`config.mk`:
```
export PLATFORM = sky130hd
export DESIGN_NAME = mandel_julia
export DESIGN_NICKNAME = d
export VERILOG_FILES = /design/src/rtl/mandel_julia.sv
export SDC_FILE = /design/constraint.sdc
export NUM_CORES = 2
export LEC_CHECK = 0
export BUFFER_PORTS_ARGS = -buffer_cell sky130_fd_sc_hd__buf_4
export CORE_MARGIN = 1.5
export CORE_UTILIZATION = 40
export CTS_CLUSTER_SIZE = 10
export DETAILED_ROUTE_END_ITERATION = 10
export GPL_TIMING_DRIVEN = 0
export PLACE_DENSITY_LB_ADDON = 0.12
export RECOVER_POWER = 25
export SETUP_SLACK_MARGIN = 0.2
export SYNTH_ARGS = -nofsm -noshare
export SYNTH_HDL_FRONTEND = slang
export SYNTH_SLANG_ARGS = --single-unit
export TNS_END_PERCENT = 30
```
`constraint.sdc`:
```
create_clock -name clk -period 14 [get_ports clk]
set_clock_uncertainty 0.2 [all_clocks]
set_input_delay 0.7 -clock clk [delete_from_list [all_inputs] [get_ports clk]]
set_output_delay 0.7 -clock clk [all_outputs]
set_load 0.1 [all_outputs]
```
`src/rtl/mandel_julia.sv`:
```
// mandel_julia: iterative Mandelbrot/Julia escape-time engine sharing one signed multiplier.
// Each iteration takes four cycles: x*x, y*y, x*y, then the escape/limit check.
module mandel_julia #(
    parameter int FP_WIDTH = 25,
    parameter int FP_INT   = 4,
    parameter int ITERW    = 8
) (
    input  logic                       clk,
    input  logic                       rst_n,
    input  logic                       mode,
    input  logic                       in_valid,
    output logic                       in_ready,
    input  logic signed [FP_WIDTH-1:0] re,
    input  logic signed [FP_WIDTH-1:0] im,
    input  logic signed [FP_WIDTH-1:0] c_re,
    input  logic signed [FP_WIDTH-1:0] c_im,
    input  logic [ITERW-1:0]           iter_limit,
    input  logic                       abort,
    output logic                       out_valid,
    input  logic                       out_ready,
    output logic [ITERW-1:0]           iter,
    output logic                       escaped
);
    localparam int W    = FP_WIDTH;
    localparam int FRAC = W - FP_INT;
    localparam logic [W+4:0] FOUR = (W+5)'(4) << FRAC;

    localparam logic [2:0] IDLE   = 3'd0;
    localparam logic [2:0] MUL_XX = 3'd1;
    localparam logic [2:0] MUL_YY = 3'd2;
    localparam logic [2:0] MUL_XY = 3'd3;
    localparam logic [2:0] CHECK  = 3'd4;
    localparam logic [2:0] DONE   = 3'd5;

    logic [2:0]          state_q, state_d;
    logic signed [W-1:0] x_q, x_d, y_q, y_d, cr_q, cr_d, ci_q, ci_d, xy_q, xy_d;
    logic signed [W+3:0] x2_q, x2_d, y2_q, y2_d;
    logic [ITERW-1:0]    cnt_q, cnt_d, lim_q, lim_d;
    logic                esc_q, esc_d;

    logic signed [W-1:0]   mul_a, mul_b, nx, ny;
    logic signed [2*W-1:0] prod;
    logic signed [W+3:0]   prod_sh;
    logic [W+4:0]          mag;
    logic                  esc, busy;

    // Operand steering lets a single multiplier serve all three products.
    assign mul_a   = (state_q == MUL_YY) ? y_q : x_q;
    assign mul_b   = (state_q == MUL_XX) ? x_q : y_q;
    assign prod    = (2*W)'(mul_a) * (2*W)'(mul_b);
    assign prod_sh = (W+4)'(prod >>> FRAC);
    assign mag     = {1'b0, x2_q} + {1'b0, y2_q};
    assign esc     = mag > FOUR;
    assign nx      = W'((W+5)'(x2_q) - (W+5)'(y2_q) + (W+5)'(cr_q));
    assign ny      = W'(((W+5)'(xy_q) <<< 1) + (W+5)'(ci_q));
    assign busy    = (state_q == MUL_XX) || (state_q == MUL_YY) || (state_q == MUL_XY) || (state_q == CHECK);

    assign in_ready  = state_q == IDLE;
    assign out_valid = state_q == DONE;
    assign iter      = cnt_q;
    assign escaped   = esc_q;

    always_comb begin
        state_d = state_q;
        x_d     = x_q;
        y_d     = y_q;
        cr_d    = cr_q;
        ci_d    = ci_q;
        xy_d    = xy_q;
        x2_d    = x2_q;
        y2_d    = y2_q;
        cnt_d   = cnt_q;
        lim_d   = lim_q;
        esc_d   = esc_q;
        case (state_q)
            IDLE: if (in_valid) begin
                state_d = MUL_XX;
                x_d     = mode ? re : '0;
                y_d     = mode ? im : '0;
                cr_d    = mode ? c_re : re;
                ci_d    = mode ? c_im : im;
                lim_d   = iter_limit;
                cnt_d   = '0;
                esc_d   = 1'b0;
            end
            MUL_XX: begin
                x2_d    = prod_sh;
                state_d = MUL_YY;
            end
            MUL_YY: begin
                y2_d    = prod_sh;
                state_d = MUL_XY;
            end
            MUL_XY: begin
                xy_d    = prod_sh[W-1:0];
                state_d = CHECK;
            end
            CHECK: if (esc || cnt_q == lim_q) begin
                state_d = DONE;
                esc_d   = esc;
            end else begin
                x_d     = nx;
                y_d     = ny;
                cnt_d   = cnt_q + ITERW'(1);
                state_d = MUL_XX;
            end
            DONE: state_d = out_ready ? IDLE : DONE;
            default: state_d = IDLE;
        endcase
        if (abort && busy) state_d = IDLE;
    end

    always_ff @(posedge clk or negedge rst_n) begin
        if (!rst_n) begin
            state_q <= IDLE;
            x_q     <= '0;
            y_q     <= '0;
            cr_q    <= '0;
            ci_q    <= '0;
            xy_q    <= '0;
            x2_q    <= '0;
            y2_q    <= '0;
            cnt_q   <= '0;
            lim_q   <= '0;
            esc_q   <= 1'b0;
        end else begin
            state_q <= state_d;
            x_q     <= x_d;
            y_q     <= y_d;
            cr_q    <= cr_d;
            ci_q    <= ci_d;
            xy_q    <= xy_d;
            x2_q    <= x2_d;
            y2_q    <= y2_d;
            cnt_q   <= cnt_d;
            lim_q   <= lim_d;
            esc_q   <= esc_d;
        end
    end
endmodule

```
==> flow_metrics.tcl <==
set metrics [dict create \
    htree_levels 1 \
    max-cap-violations 2 \
    fin_util 0.440 \
    drt-pass1-iter-count 8 \
    critPathSlowestCell "mux2i_1" \
    cts-root-buf "clkbuf_16" \
    status "finished, violations left" \
    hp-class "in2reg" \
    cts_resized 0 \
    yosysWarnings 0 \
    hp-start "iter_limit[3]" \
    cts_buffers 24 \
    worstHoldPathCells 3 \
    yosysTopAreaCell "fa_1" \
    cts_tree "yes" \
    synth_area_mm2 0.0358 \
    min_period_ps 12700 \
    cts.sinks 202 \
    postCtsSetupBuffers 0 \
    grt_pass1_wl_um 195000 \
    wl_per_cell_um 24.0 \
    clk_latency_ps 550 \
    r2r_setup_slack_ps 1300 \
    row_count 109 \
    relSlewSlack -2.98 \
    nFillCells 9001 \
    core_area_mm2 0.0885 \
    setup.worst_path.start_class "flop" \
    cp_max_fo 10 \
    area_growth_pct 8.69 \
    whs_endpoint "lim_q[3]" \
    layout.cells.most_common "inv_1" \
    crit_family "adder cells" \
    vias 29000 \
    setup_viol 0 \
    die_area_mm2 0.0914 \
    dp_hpwl_um 110000 \
    cp.required_ps 14190 \
    cts.hold.buffers_added 0 \
    fmax_mhz 78.7 \
    period_share 0.907 \
    cpMostUsedCell "fa_1" \
    die_w_um 302 \
    finalHoldViolCount 0 \
    grt_overflow_total 0 \
    vias_per_cell 5.35 \
    tightest_slew_ps 5960 \
    antenna_found_initial 2 \
    initial_core_util 0.405 \
    gp_congestion 1.00 \
    synth_cell_types 78 \
    synth_top_area_frac 0.381 \
    grt_usage 0.293 \
    num_io_pins 125 \
    clk_path_buf_depth 3 \
    synth_area_leaders "fa_1 (38%), dfrtp_1 (14%), inv_1 (8.4%)" \
    initialDrtViolationCount 2349 \
    wl_um 130000 \
    final_nets 5255 \
    mostFrequentLayoutCells "inv_1 (801), fa_1 (682), nand2_1 (674)" \
    grt_max_degree 108 \
    drcViolationCount 4 \
    critPathMaxStageDelay_ps 1150 \
    synthArstFlopShare 1.00 \
    path_buf_inv 9 \
    r2r-end "xy_q[15]" \
    arrival_ps 12900 \
    clkTransAtPathRegs_ps 60 \
    grt_pass1_vias 30100 \
    violations "DRC, capacitance limit, slew limit" \
    syn_avg_cell_area_um2 8.77 \
    ys_ff_latch 202 \
    criticalPathCategory "reg2reg" \
    end_kind "flop" \
    syn-num-nets 5101 \
    die_h_um 302 \
    r2r.worst_path.cells 30 \
    io_buffer_count 124 \
    layout-drive-gt1-share 0.0459 \
    ant_nets 0 \
    tns_ps 0 \
    finalMaxSlewViolations 205 \
    rsz0062_at_grt "false" \
    synth_edf_count 0 \
    regToRegStartpoint "state_q[0]" \
    seq_area_frac_synth 0.141 \
    synthFlopType "dfrtp_1" \
    syn_inst 4088 \
]
-- area by class of cell --
type | count | area [um^2] | area share
antenna | 4 | 10.0 | 0.000257
buffer | 175 | 708 | 0.0182
clock buffer | 31 | 637 | 0.0163
clock inverter | 1 | 16.3 | 0.000418
inverter | 803 | 3010 | 0.0774
multi-input combinational | 2908 | 27100 | 0.695
sequential | 202 | 5050 | 0.130
tap | 1165 | 1460 | 0.0374
timing repair buffer | 128 | 965 | 0.0248
-- sequential cells by signal (all words and copies together) (netlist names) --
register	count
y2_q	29
x_q	25
x2_q	29
cr_q	25
y_q	25
ci_q	25
escaped	1
state_q	3
iter	8
lim_q	8
xy_q	24
-- Yosys cell counts, drive strengths merged, types with 12 or more instances --
cell      n
a21o     39
a21oi    93
and2     13
and3     18
buf      20
clkbuf  155
dfrtp   202
fa      683
ha      216
inv     802
mux2     51
mux2i   104
nand2   675
nand2b   17
nand3    67
nand4    19
nor2    386
nor3     19
o21a     17
o21ai   219
or3      12
xnor2    45
xor2     53
-- worst register-to-register path, delay by kind of cell, from the launching register on --
kind	cells	cell delay, ps
XOR/XNOR	1	780
buffers and inverters	9	2340
flip-flops	1	590
AO/OA/AOI/OAI	8	2490
adder cells (fa/ha/maj)	8	3750
AND/OR/NAND/NOR	3	1250
multiplexers	1	1160
-- cell families (layout without fill, tap and decap cells) --
| kind of cell | Yosys count | after routing | share of synthesized area |
|---|---|---|---|
| simple gates | 1272 | 1272 | 0.146 |
| buf+inv | 978 | 1138 | 0.104 |
| fa+ha+maj | 899 | 899 | 0.457 |
| compound gates | 484 | 484 | 0.0826 |
| flops | 202 | 202 | 0.141 |
| mux | 155 | 155 | 0.0452 |
| xor+xnor | 98 | 98 | 0.0239 |
| other cells | 0 | 4 | 0 |
-- how the worst max path moves through the flow --
stage | cells after the start | slack (ps) | from | endpoint
final | 30 | 1300 | state_q[0] | xy_q[15]
after global routing | 30 | 1070 | state_q[0] | y2_q[15]
after CTS | 30 | 1540 | state_q[0] | xy_q[15]
after detailed placement | 30 | 1590 | state_q[0] | xy_q[15]
after global placement | 30 | 1540 | state_q[0] | y2_q[15]
after floorplan | 32 | 5450 | state_q[2] | xy_q[21]
-- layer usage --
metal  part of all wire  global-route usage
met5                  0                   0
met1               0.43               0.413
met3              0.069              0.0405
met2               0.45               0.459
met4              0.047               0.112
-- metrics by stage --
stage	setup slack [ps]	instances	cell area, um^2	hold slack (ps)
3_5_place_dp	1590	5381	38300	274
3_3_place_gp	1540	5377	38200	268
5_1_grt	1070	5413	38900	142
4_1_cts	1540	5413	39000	9.64
6_report	1300	5417	39000	143
2_1_floorplan	5450	4088	35800	204
Power is left out: the tool's default activity adds up to more than one toggle a clock period on the data nets, which glitch-free logic cannot reach.
